$ cat config.mk
export PLATFORM = sky130hd
export DESIGN_NAME = word_assembler_flat
export DESIGN_NICKNAME = d
export VERILOG_FILES = /design/src/rtl/word_assembler_if.sv /design/src/rtl/word_assembler.sv /design/src/flat_wrapper.sv
export SDC_FILE = /design/constraint.sdc
export NUM_CORES = 1
export LEC_CHECK = 0
export ABC_CLOCK_PERIOD_IN_PS = 3400
export BUFFER_PORTS_ARGS = -buffer_cell sky130_fd_sc_hd__buf_2
export CAP_MARGIN = 20
export CORE_ASPECT_RATIO = 1.4
export CORE_MARGIN = 1
export CORE_UTILIZATION = 40
export CTS_BUF_LIST = sky130_fd_sc_hd__clkbuf_8
export DETAILED_ROUTE_END_ITERATION = 10
export PLACE_DENSITY = 0.65
export SLEW_MARGIN = 15
export SYNTH_ARGS = -nofsm -noshare
export SYNTH_HDL_FRONTEND = slang
export SYNTH_SLANG_ARGS = --single-unit
$ cat constraint.sdc
create_clock -name Clk -period 3.4 [get_ports Clk]
set_input_delay 0.68 -clock Clk [delete_from_list [all_inputs] [get_ports Clk]]
set_output_delay 0.68 -clock Clk [all_outputs]
set_load 0.005 [all_outputs]
$ cat src/rtl/word_assembler_if.sv
// Byte-in / word-out bundle between a byte source, the word assembler and a holding register.
// The assembler uses the slave modport; the byte source and the register side use master.
interface word_assembler_if #(
    parameter int unsigned WORD_W = 32
);
    logic              byte_valid;
    logic              byte_ready;
    logic [7:0]        byte_data;
    logic              flush;
    logic              word_load;
    logic [WORD_W-1:0] word_out;
    logic              word_partial;
    logic [2:0]        byte_count;
    logic              timeout_err;

    modport master (
        output byte_valid, byte_data, flush,
        input  byte_ready, word_load, word_out, word_partial, byte_count, timeout_err
    );

    modport slave (
        input  byte_valid, byte_data, flush,
        output byte_ready, word_load, word_out, word_partial, byte_count, timeout_err
    );
endinterface

$ cat src/rtl/word_assembler.sv
// Packs a byte stream into WORD_BYTES-wide words and emits one-cycle load pulses for a holding register.
// Optional partial-word timeout is compiled in with `define WORD_ASM_TIMEOUT_EN.
module word_assembler #(
    parameter int unsigned WORD_BYTES    = 4,
    parameter bit          LITTLE_ENDIAN = 1'b1,
    parameter int unsigned TIMEOUT_CYC   = 255
) (
    input  logic              Clk,
    input  logic              Reset,
    word_assembler_if.slave   bus
);
    localparam int unsigned WORD_W = 8 * WORD_BYTES;

    if (WORD_BYTES < 2 || WORD_BYTES > 4 || TIMEOUT_CYC == 0) begin : g_param_check
        $error("word_assembler: illegal parameter set");
    end

    typedef enum logic [1:0] {IDLE, FILL, EMIT} state_t;

    state_t            state_q, state_d;
    logic [2:0]        cnt_q, cnt_d;
    logic [WORD_W-1:0] acc_q, acc_d;
    logic [WORD_W-1:0] word_q, word_d;
    logic [WORD_W-1:0] merged;
    logic              load_q, load_d;
    logic              part_q, part_d;
    logic              tmo_q, tmo_d;
    logic              accept;
    logic              full;
    logic              expire;
    logic [2:0]        cnt_inc;
    logic [2:0]        lane;

    // Ready depends on state only so the source never sees a combinational loop through valid.
    assign bus.byte_ready = (state_q != EMIT);
    assign accept         = bus.byte_valid & bus.byte_ready;
    assign cnt_inc        = cnt_q + 3'(accept);
    assign full           = (cnt_inc == 3'(WORD_BYTES));
    assign lane           = LITTLE_ENDIAN ? cnt_q : (3'(WORD_BYTES - 1) - cnt_q);

    always_comb begin
        merged = acc_q;
        for (int i = 0; i < int'(WORD_BYTES); i++) begin
            if (accept && (lane == 3'(i))) begin
                merged[i*8 +: 8] = bus.byte_data;
            end
        end
    end

`ifdef WORD_ASM_TIMEOUT_EN
    localparam int unsigned TO_W = $clog2(TIMEOUT_CYC + 1);

    logic [TO_W-1:0] idle_q, idle_d;

    assign expire = (state_q == FILL) && !accept && (idle_q == TO_W'(TIMEOUT_CYC - 1));

    // Counts FILL cycles without an accept; anything that leaves FILL or takes a byte restarts it.
    always_comb begin
        idle_d = '0;
        if (state_q == FILL && !accept && !bus.flush && !expire) begin
            idle_d = idle_q + TO_W'(1);
        end
    end

    always_ff @(posedge Clk or posedge Reset) begin
        if (Reset) begin
            idle_q <= '0;
        end else begin
            idle_q <= idle_d;
        end
    end
`else
    assign expire = 1'b0;
`endif

    always_comb begin
        state_d = state_q;
        cnt_d   = cnt_q;
        acc_d   = acc_q;
        word_d  = word_q;
        part_d  = part_q;
        load_d  = 1'b0;
        tmo_d   = 1'b0;
        case (state_q)
            IDLE: begin
                if (accept) begin
                    state_d = FILL;
                    cnt_d   = cnt_inc;
                    acc_d   = merged;
                end
            end
            FILL: begin
                // A completing byte wins over flush, and flush wins over a timeout in the same cycle.
                if (full || bus.flush) begin
                    state_d = EMIT;
                    word_d  = merged;
                    part_d  = !full;
                    load_d  = 1'b1;
                    cnt_d   = '0;
                    acc_d   = '0;
                end else if (accept) begin
                    cnt_d = cnt_inc;
                    acc_d = merged;
                end else if (expire) begin
                    state_d = IDLE;
                    cnt_d   = '0;
                    acc_d   = '0;
                    tmo_d   = 1'b1;
                end
            end
            EMIT: begin
                state_d = IDLE;
            end
            default: begin
                state_d = IDLE;
                cnt_d   = '0;
                acc_d   = '0;
            end
        endcase
    end

    always_ff @(posedge Clk or posedge Reset) begin
        if (Reset) begin
            state_q <= IDLE;
            cnt_q   <= '0;
            acc_q   <= '0;
            word_q  <= '0;
            part_q  <= 1'b0;
            load_q  <= 1'b0;
            tmo_q   <= 1'b0;
        end else begin
            state_q <= state_d;
            cnt_q   <= cnt_d;
            acc_q   <= acc_d;
            word_q  <= word_d;
            part_q  <= part_d;
            load_q  <= load_d;
            tmo_q   <= tmo_d;
        end
    end

    assign bus.word_load    = load_q;
    assign bus.word_out     = word_q;
    assign bus.word_partial = part_q;
    assign bus.byte_count   = cnt_q;
    assign bus.timeout_err  = tmo_q;
endmodule

$ cat src/flat_wrapper.sv
// flat-port wrapper written by rule: the top's interface ports become plain ports
module word_assembler_flat 
#(
    parameter int unsigned WORD_BYTES    = 4,
    parameter bit          LITTLE_ENDIAN = 1'b1,
    parameter int unsigned TIMEOUT_CYC   = 255
)
  (Clk, Reset, bus_byte_valid, bus_byte_data, bus_flush, bus_byte_ready, bus_word_load, bus_word_out, bus_word_partial, bus_byte_count, bus_timeout_err);
  word_assembler_if #(.WORD_W(32)) bus_i ();
  input  logic Clk;
  input  logic Reset;
  input wire logic [$bits(bus_i.byte_valid)-1:0] bus_byte_valid;
  input wire logic [$bits(bus_i.byte_data)-1:0] bus_byte_data;
  input wire logic [$bits(bus_i.flush)-1:0] bus_flush;
  output wire logic [$bits(bus_i.byte_ready)-1:0] bus_byte_ready;
  output wire logic [$bits(bus_i.word_load)-1:0] bus_word_load;
  output wire logic [$bits(bus_i.word_out)-1:0] bus_word_out;
  output wire logic [$bits(bus_i.word_partial)-1:0] bus_word_partial;
  output wire logic [$bits(bus_i.byte_count)-1:0] bus_byte_count;
  output wire logic [$bits(bus_i.timeout_err)-1:0] bus_timeout_err;
  assign bus_i.byte_valid = bus_byte_valid;
  assign bus_i.byte_data = bus_byte_data;
  assign bus_i.flush = bus_flush;
  assign bus_byte_ready = bus_i.byte_ready;
  assign bus_word_load = bus_i.word_load;
  assign bus_word_out = bus_i.word_out;
  assign bus_word_partial = bus_i.word_partial;
  assign bus_byte_count = bus_i.byte_count;
  assign bus_timeout_err = bus_i.timeout_err;
  word_assembler #(.WORD_BYTES(WORD_BYTES), .LITTLE_ENDIAN(LITTLE_ENDIAN), .TIMEOUT_CYC(TIMEOUT_CYC)) u_core (.Clk(Clk), .Reset(Reset), .bus(bus_i));
endmodule
==> flow_metrics.tcl, run 1 <==
set metrics [dict create \
    run_status "finished clean" \
    grt_max_degree 72 \
    layout_min_cycle_time_ns 2.58 \
    clock.fmax_ghz 0.388 \
    place.gp.congestion 0.871 \
    postLayoutCoreUtil_pct 47.9 \
    synth_warnings 0 \
    syn_nets 326 \
    grtUsageMet2_pct 27.8 \
    finalWirelength_mm 6.99 \
    cts.sinks 71 \
    end_kind "register" \
    yosys.area_share.adder_pct 0.378 \
    worst_slack_ns 0.819 \
    clk_latency_ns 0.35 \
    critPathArrivalTime_ns 2.87 \
    grt_use_met1_pct 22.6 \
    placeableCoreArea_sq_um 7890 \
    synth.yosys.seq_area_share_pct 53.6 \
    via_count 2375 \
    antenna_found_initial 0 \
    dp_worst_setup_slack_ns 0.740 \
    hp_class "register to register" \
    powerDensity_nw_per_um2 923 \
    finalMaxSlewViolations 0 \
    synthSimpleGateAreaFrac_pct 12.1 \
    numPortBuffers 49 \
    yosys.area_share.xor_xnor_pct 1.06 \
    netlist_instances 313 \
    layout-drive-gt1-share_pct 25.4 \
    synth.lib_cells_used.distinct 33 \
    first_pass_iters 6 \
    maxCapViolations 0 \
    final_net_count 359 \
    power_leakage_nw 1.94 \
    worst_ep_required_time_ns 3.69 \
    fillerInstances 805 \
    dieHeight_um 110 \
    clkSlewWorstSetupHoldPaths_ns 0.07 \
    clock_tree.root_cell "sky130_fd_sc_hd__clkbuf_8" \
    dpl.cell_count 435 \
    busiest_layer "met2" \
    worst_slew_margin_rel_pct 40.8 \
    finalSetupViolCount 0 \
    clock-skew-final_ns 0.00499 \
    antenna_cells_inserted 0 \
    timing_worst_slew_pin_value_ns 0.888 \
    route.detailed.wl_per_inst_um 15.5 \
    postCtsResizedCells 0 \
    period_share_pct 75.9 \
    cts-buffers-inserted 9 \
    drc_errors 0 \
    first_global_vias 2236 \
    dieWidth_um 78.9 \
    track_usage_pct 17.7 \
    grt.met3_usage_pct 4.48 \
    row_count 38 \
    detail_route.vias_per_cell 5.27 \
    rsz_0062_raised_after_global_routing "false" \
    synth_top_family_by_area "compound AO/OA/AOI/OAI gates" \
    areaGrowthSynthToFinish_pct 14.0 \
    global_route.overflow_total 0 \
    postCtsSetupRepairBufs 0 \
    final_cell_count_no_fill 451 \
    first_pass_grt_wire_length_mm 11.3 \
    ctsHtreeMaxLevel 3 \
    register_bit_count_reported_by_yosys 71 \
    finalHoldViolations 0 \
    worst_ir_drop_vdd_uv 713 \
    worst_setup_path_start_kind "register" \
    ant_nets 0 \
    crit_type "register to register" \
    io-pin-count 51 \
    synth.cell_area_sq_um 3310 \
    post_detailed_placement_half_perimeter_wirelength_mm 4.72 \
    floorplan.initialDensity_pct 42.0 \
    tritoncts "built" \
    cts_hold_repair.buffers 0 \
    ctsLongestPathBuffers 2 \
    sum_of_negative_setup_slack_ns 0 \
    initialDrtViolationCount 173 \
    mux_cell_area_share_after_synthesis_pct 12.4 \
    fp.dieArea_sq_um 8660 \
    mean_post_synth_cell_area_sq_um 10.6 \
    crit_fanout 18 \
    synth_compound_area_share_pct 15.0 \
    total_power_w 0.00349 \
]
[cells in the mapped netlist, drive strengths merged]
cell type | count | share of area [%]
nand4 | 2 | 0.57
nor4 | 1 | 0.19
and3b | 2 | 0.53
o221a | 10 | 3.4
nand3 | 4 | 1.2
dfrtp | 71 | 54
a21oi | 51 | 7.9
nor2 | 47 | 5.3
o31ai | 2 | 0.87
inv | 4 | 0.45
nand2b | 2 | 0.38
nand2 | 23 | 2.6
nor3 | 1 | 0.30
xor2 | 2 | 0.53
mux2i | 41 | 12
nor2b | 3 | 0.57
o21ai | 8 | 1.2
o31a | 2 | 0.79
clkbuf | 3 | 0.34
ha | 1 | 0.38
nand3b | 2 | 0.45
conb | 1 | 0.11
xnor2 | 2 | 0.53
o41ai | 2 | 0.76
buf | 26 | 4.6
[critical path, stage by stage (launching register included)]
cell and delay [ns]:
sky130_fd_sc_hd__dfrtp_1 0.74, sky130_fd_sc_hd__a21oi_1 0.16, sky130_fd_sc_hd__ha_1 0.24, sky130_fd_sc_hd__xnor2_1 0.51
sky130_fd_sc_hd__nor3_2 0.17, sky130_fd_sc_hd__o31ai_4 0.42, sky130_fd_sc_hd__o221a_2 0.28
[per-stage QoR]
step,instance area [sq um],hold WS (ns)
2_1_floorplan,3310,0.490
3_3_place_gp,3550,0.506
3_5_place_dp,3550,0.506
4_1_cts,3780,0.519
5_1_grt,3780,0.548
6_report,3780,0.515
[cells by family (layout without fill, tap and decap cells)]
| kind of cell | after synthesis | after routing |
|---|---|---|
| AND/OR/NAND/NOR | 87 | 87 |
| AO/OA/AOI/OAI | 75 | 75 |
| flip-flops | 71 | 71 |
| multiplexers | 41 | 41 |
| buffers and inverters | 33 | 71 |
| XOR/XNOR | 4 | 4 |
| adder cells (fa/ha/maj) | 1 | 1 |
| other | 1 | 1 |
[state kept, by name, summed over array words and instances (netlist names)]
| register | cells |
|---|---|
| u_core.state_q | 2 |
| u_core.bus.word_load | 1 |
| u_core.bus.byte_count | 3 |
| u_core.bus.word_out | 32 |
| u_core.bus.word_partial | 1 |
| u_core.acc_q | 32 |
[path summary, 6_finish.rpt]
path	startpoint	endpoint	slack, ns	cells after the start
max	u_core.state_q[1]$_DFFE_PP0P_	u_core.acc_q[21]$_DFFE_PP0N_	0.82	6
min	u_core.bus.word_partial$_DFFE_PP0P_	u_core.bus.word_partial$_DFFE_PP0P_	0.52	2
min reg2reg	u_core.bus.word_partial$_DFFE_PP0P_	u_core.bus.word_partial$_DFFE_PP0P_	0.52	2
max in group asynchronous	Reset	u_core.bus.word_out[2]$_DFFE_PP0P_	2.23	3
max reg2reg	u_core.state_q[1]$_DFFE_PP0P_	u_core.acc_q[21]$_DFFE_PP0N_	0.82	6
min in group asynchronous	Reset	u_core.bus.word_load$_DFF_PP0_	0.59	3
[routing by layer]
layer | vias to the layer above | routed length, um | share of wire [%]
met5 | - | 0 | 0
met3 | 17 | 324 | 4.6
li1 | 1146 | - | -
met4 | 0 | 186 | 2.7
met1 | 1160 | 3060 | 44
met2 | 52 | 3420 | 49
[report_power, final]
group | leakage (nW) | internal [W] | total [W] | switching (W)
logic | 0.934 | 0.000567 | 0.00128 | 0.000710
clock network | 0.120 | 0.000453 | 0.000771 | 0.000318
registers | 0.892 | 0.00121 | 0.00144 | 0.000229
[layout by cell type, fill, tap and decap left out, types with 3 or more instances in the layout]
cell type | synthesis | layout
sky130_fd_sc_hd__nand3_2 | 4 | 4
sky130_fd_sc_hd__nor2b_1 | 3 | 3
sky130_fd_sc_hd__a21oi_1 | 49 | 49
sky130_fd_sc_hd__dfrtp_1 | 71 | 71
sky130_fd_sc_hd__o21ai_0 | 8 | 8
sky130_fd_sc_hd__nor2_1 | 47 | 47
sky130_fd_sc_hd__clkbuf_8 | 0 | 11
sky130_fd_sc_hd__inv_1 | 4 | 3
sky130_fd_sc_hd__o221a_2 | 10 | 10
sky130_fd_sc_hd__buf_2 | 10 | 49
sky130_fd_sc_hd__nand2_1 | 23 | 23
sky130_fd_sc_hd__mux2i_1 | 41 | 41
[cell type report]
class / instances / area (sq um) / area share, %
clock buffers: 11 / 151 / 4.01
clock inverters: 5 / 78.8 / 2.09
inverters: 4 / 15.0 / 0.397
multi-input cells: 209 / 1370 / 36.3
flip-flops and latches: 71 / 1780 / 47.0
well taps: 100 / 125 / 3.31
repair buffers: 51 / 260 / 6.89
Power figures use the tool's default switching activity.
==> run 2: changes to the inputs <==
Settings changed: ABC_CLOCK_PERIOD_IN_PS 3400 to 2600.
Clock period 3.4 ns to 2.6 ns, I/O delays scaled along.
==> run 2 against run 1 <==
Compared with the run above: utilization barely moved; worst setup slack got worse by 0.47 ns; clock-buffer cell count did not move; clock power fell by 0.6%; sequential power rose by 28%; clock skew fell by 0.00062 ns; first-iteration DRC count rose by 21%; critical path depth rose by 1; sequential cell count did not move; critical endpoint is now u_core.acc_q[28]$_DFFE_PP0N_; largest power group unchanged.
==> flow_metrics.tcl, run 2 (synthesized netlist as in run 1, its figures left out) <==
set metrics [dict create \
    run_status "finished clean" \
    layout_common_cells "sky130_fd_sc_hd__dfrtp_1, sky130_fd_sc_hd__a21oi_1, sky130_fd_sc_hd__buf_2" \
    dieWidth_um 78.9 \
    timing_worst_slew_pin_value_ns 0.633 \
    post_detailed_placement_half_perimeter_wirelength_mm 4.82 \
    worst_ir_drop_vdd_uv 504 \
    startpoint "u_core.bus.byte_count[0]$_DFFE_PP0N_" \
    placed_cell_area_sq_um 3610 \
    place.gp.congestion 0.932 \
    grt_max_degree 66 \
    rsz_0062_raised_after_global_routing "false" \
    power.sequential.fraction_pct 42.1 \
    floorplan.initialDensity_pct 42.0 \
    period_share_pct 86.5 \
    detail_route.vias_per_cell 5.24 \
    critPathArrivalTime_ns 2.54 \
    first_pass_grt_wire_length_mm 11.6 \
    net-switching-power_w 0.00162 \
    combinationalPowerShare_pct 40.3 \
    initialDrtViolationCount 209 \
    clock_share_of_power_pct 17.6 \
    first_pass_iters 4 \
    critical_path.reg2reg.startpoint "u_core.bus.byte_count[0]$_DFFE_PP0N_" \
    ant_nets 0 \
    worst_slew_margin_rel_pct 57.7 \
    path_delay_family "compound AO/OA/AOI/OAI gates" \
    cp_slowest_stage_delay_ns 0.50 \
    placeableCoreArea_sq_um 7890 \
    ctsHtreeMaxLevel 3 \
    critical_path.n_buffers_inverters 0 \
    mostFrequentLayoutCell "sky130_fd_sc_hd__dfrtp_1" \
    p_int_w 0.00275 \
    finalWirelength_mm 7.15 \
    finalInstanceArea_sq_um 3780 \
    antenna_cells_inserted 0 \
    cts_hold_repair.buffers 0 \
    worst_ep_required_time_ns 2.89 \
    cts.sinks 71 \
    finalHoldViolations 0 \
    crit_slowest_cell "sky130_fd_sc_hd__xnor2_1" \
    fp.dieArea_sq_um 8660 \
    tritoncts "built" \
    total_power_w 0.00436 \
    antenna_found_initial 0 \
    postCtsSetupRepairBufs 0 \
    via_count 2389 \
    maxCapViolations 0 \
    drc_errors 0 \
    end_kind "register" \
    row_count 38 \
    sum_of_negative_setup_slack_ns 0 \
    crit_type "register to register" \
    p_sw_share_pct 37.1 \
    layout_min_cycle_time_ns 2.25 \
    path_cells "nand2_1 -> a21oi_1 -> ha_1 -> xnor2_1 -> nor3_2 -> o31ai_4 -> o221a_2" \
    clock_tree.root_cell "sky130_fd_sc_hd__clkbuf_8" \
    track_usage_pct 18.2 \
    layout-drive-gt1-share_pct 25.0 \
    postCtsResizedCells 0 \
    finalMaxSlewViolations 0 \
    hp_class "input port to async pin" \
    areaGrowthSynthToFinish_pct 14.1 \
    route.detailed.wl_per_inst_um 15.7 \
    clock.fmax_ghz 0.445 \
    clkSlewWorstSetupHoldPaths_ns 0.07 \
    first_global_vias 2259 \
    powerDensity_nw_per_um2 1150 \
    finalSetupViolCount 0 \
    clk_latency_ns 0.35 \
    power_leakage_nw 1.96 \
    io-pin-count 51 \
    final_net_count 364 \
    ctsLongestPathBuffers 2 \
    crit_fanout 10 \
    worst_setup_path_start_kind "register" \
    global_route.overflow_total 0 \
    clock-skew-final_ns 0.00437 \
    dieHeight_um 110 \
    cts-buffers-inserted 9 \
    numPortBuffers 49 \
]
==> run 2: cell types whose count changed in the layout (fill, tap and decap cells not counted), sizes merged <==
cell / previous run / this run
buf: 51 / 56
inv: 5 / 9
bufinv: 2 / 0
clkinv: 2 / 0
==> run 2: worst reg2reg max path, stage by stage (launching register included) <==
cell                      delay [ns]
sky130_fd_sc_hd__dfrtp_1        0.45
sky130_fd_sc_hd__nand2_1        0.12
sky130_fd_sc_hd__a21oi_1        0.05
sky130_fd_sc_hd__ha_1           0.21
sky130_fd_sc_hd__xnor2_1        0.50
sky130_fd_sc_hd__nor3_2         0.17
sky130_fd_sc_hd__o31ai_4        0.41
sky130_fd_sc_hd__o221a_2        0.28
==> run 2: power by group through the flow <==
stage / Combinational, W / Sequential (W) / Clock [W]
2_1_floorplan: 0.00125 / 0.00184 / 0
3_3_place_gp: 0.00175 / 0.00185 / 0
3_5_place_dp: 0.00177 / 0.00186 / 0
4_1_cts: 0.00178 / 0.00184 / 0.000790
5_1_grt: 0.00199 / 0.00190 / 0.000840
6_report: 0.00176 / 0.00184 / 0.000766
==> run 2: metal layers <==
metal	wire [um]	global-route usage, %
met1	3140	23.2
met2	3490	28.7
met3	316	4.23
met4	209	10.0
met5	0	0
==> run 2: area by class of cell <==
type,instances,area [sq um]
Fill cell,794,4110
Sequential cell,71,1780
Multi-Input combinational cell,209,1370
Timing Repair Buffer,56,323
Clock buffer,11,151
Tap cell,100,125
Clock inverter,5,18.8
Inverter,4,15.0
==> run 2: per-stage QoR <==
step / hold slack, ns / setup WS [ns] / std cells / util [%]
after floorplan: 0.490 / 0.283 / 313 / -
after global placement: 0.504 / 0.290 / 440 / 45.7
after detailed placement: 0.507 / 0.149 / 440 / 45.7
after CTS: 0.264 / 0.359 / 456 / 47.9
after global routing: 0.285 / 0.215 / 456 / 47.9
final: 0.243 / 0.352 / 456 / 47.9
==> run 2: final timing paths <==
| path | end | slack [ns] | cells after the start |
|---|---|---|---|
| min reg2reg | u_core.bus.word_out[0]$_DFFE_PP0P_ | 0.52 | 2 |
| min | u_core.bus.word_out[26]$_DFFE_PP0P_ | 0.24 | 2 |
| max | u_core.acc_q[28]$_DFFE_PP0N_ | 0.35 | 7 |
| max in group asynchronous | u_core.acc_q[11]$_DFFE_PP0N_ | 1.70 | 3 |
| max reg2reg | u_core.acc_q[28]$_DFFE_PP0N_ | 0.35 | 7 |
| min in group Clk | u_core.acc_q[7]$_DFFE_PP0N_ | 0.50 | 3 |
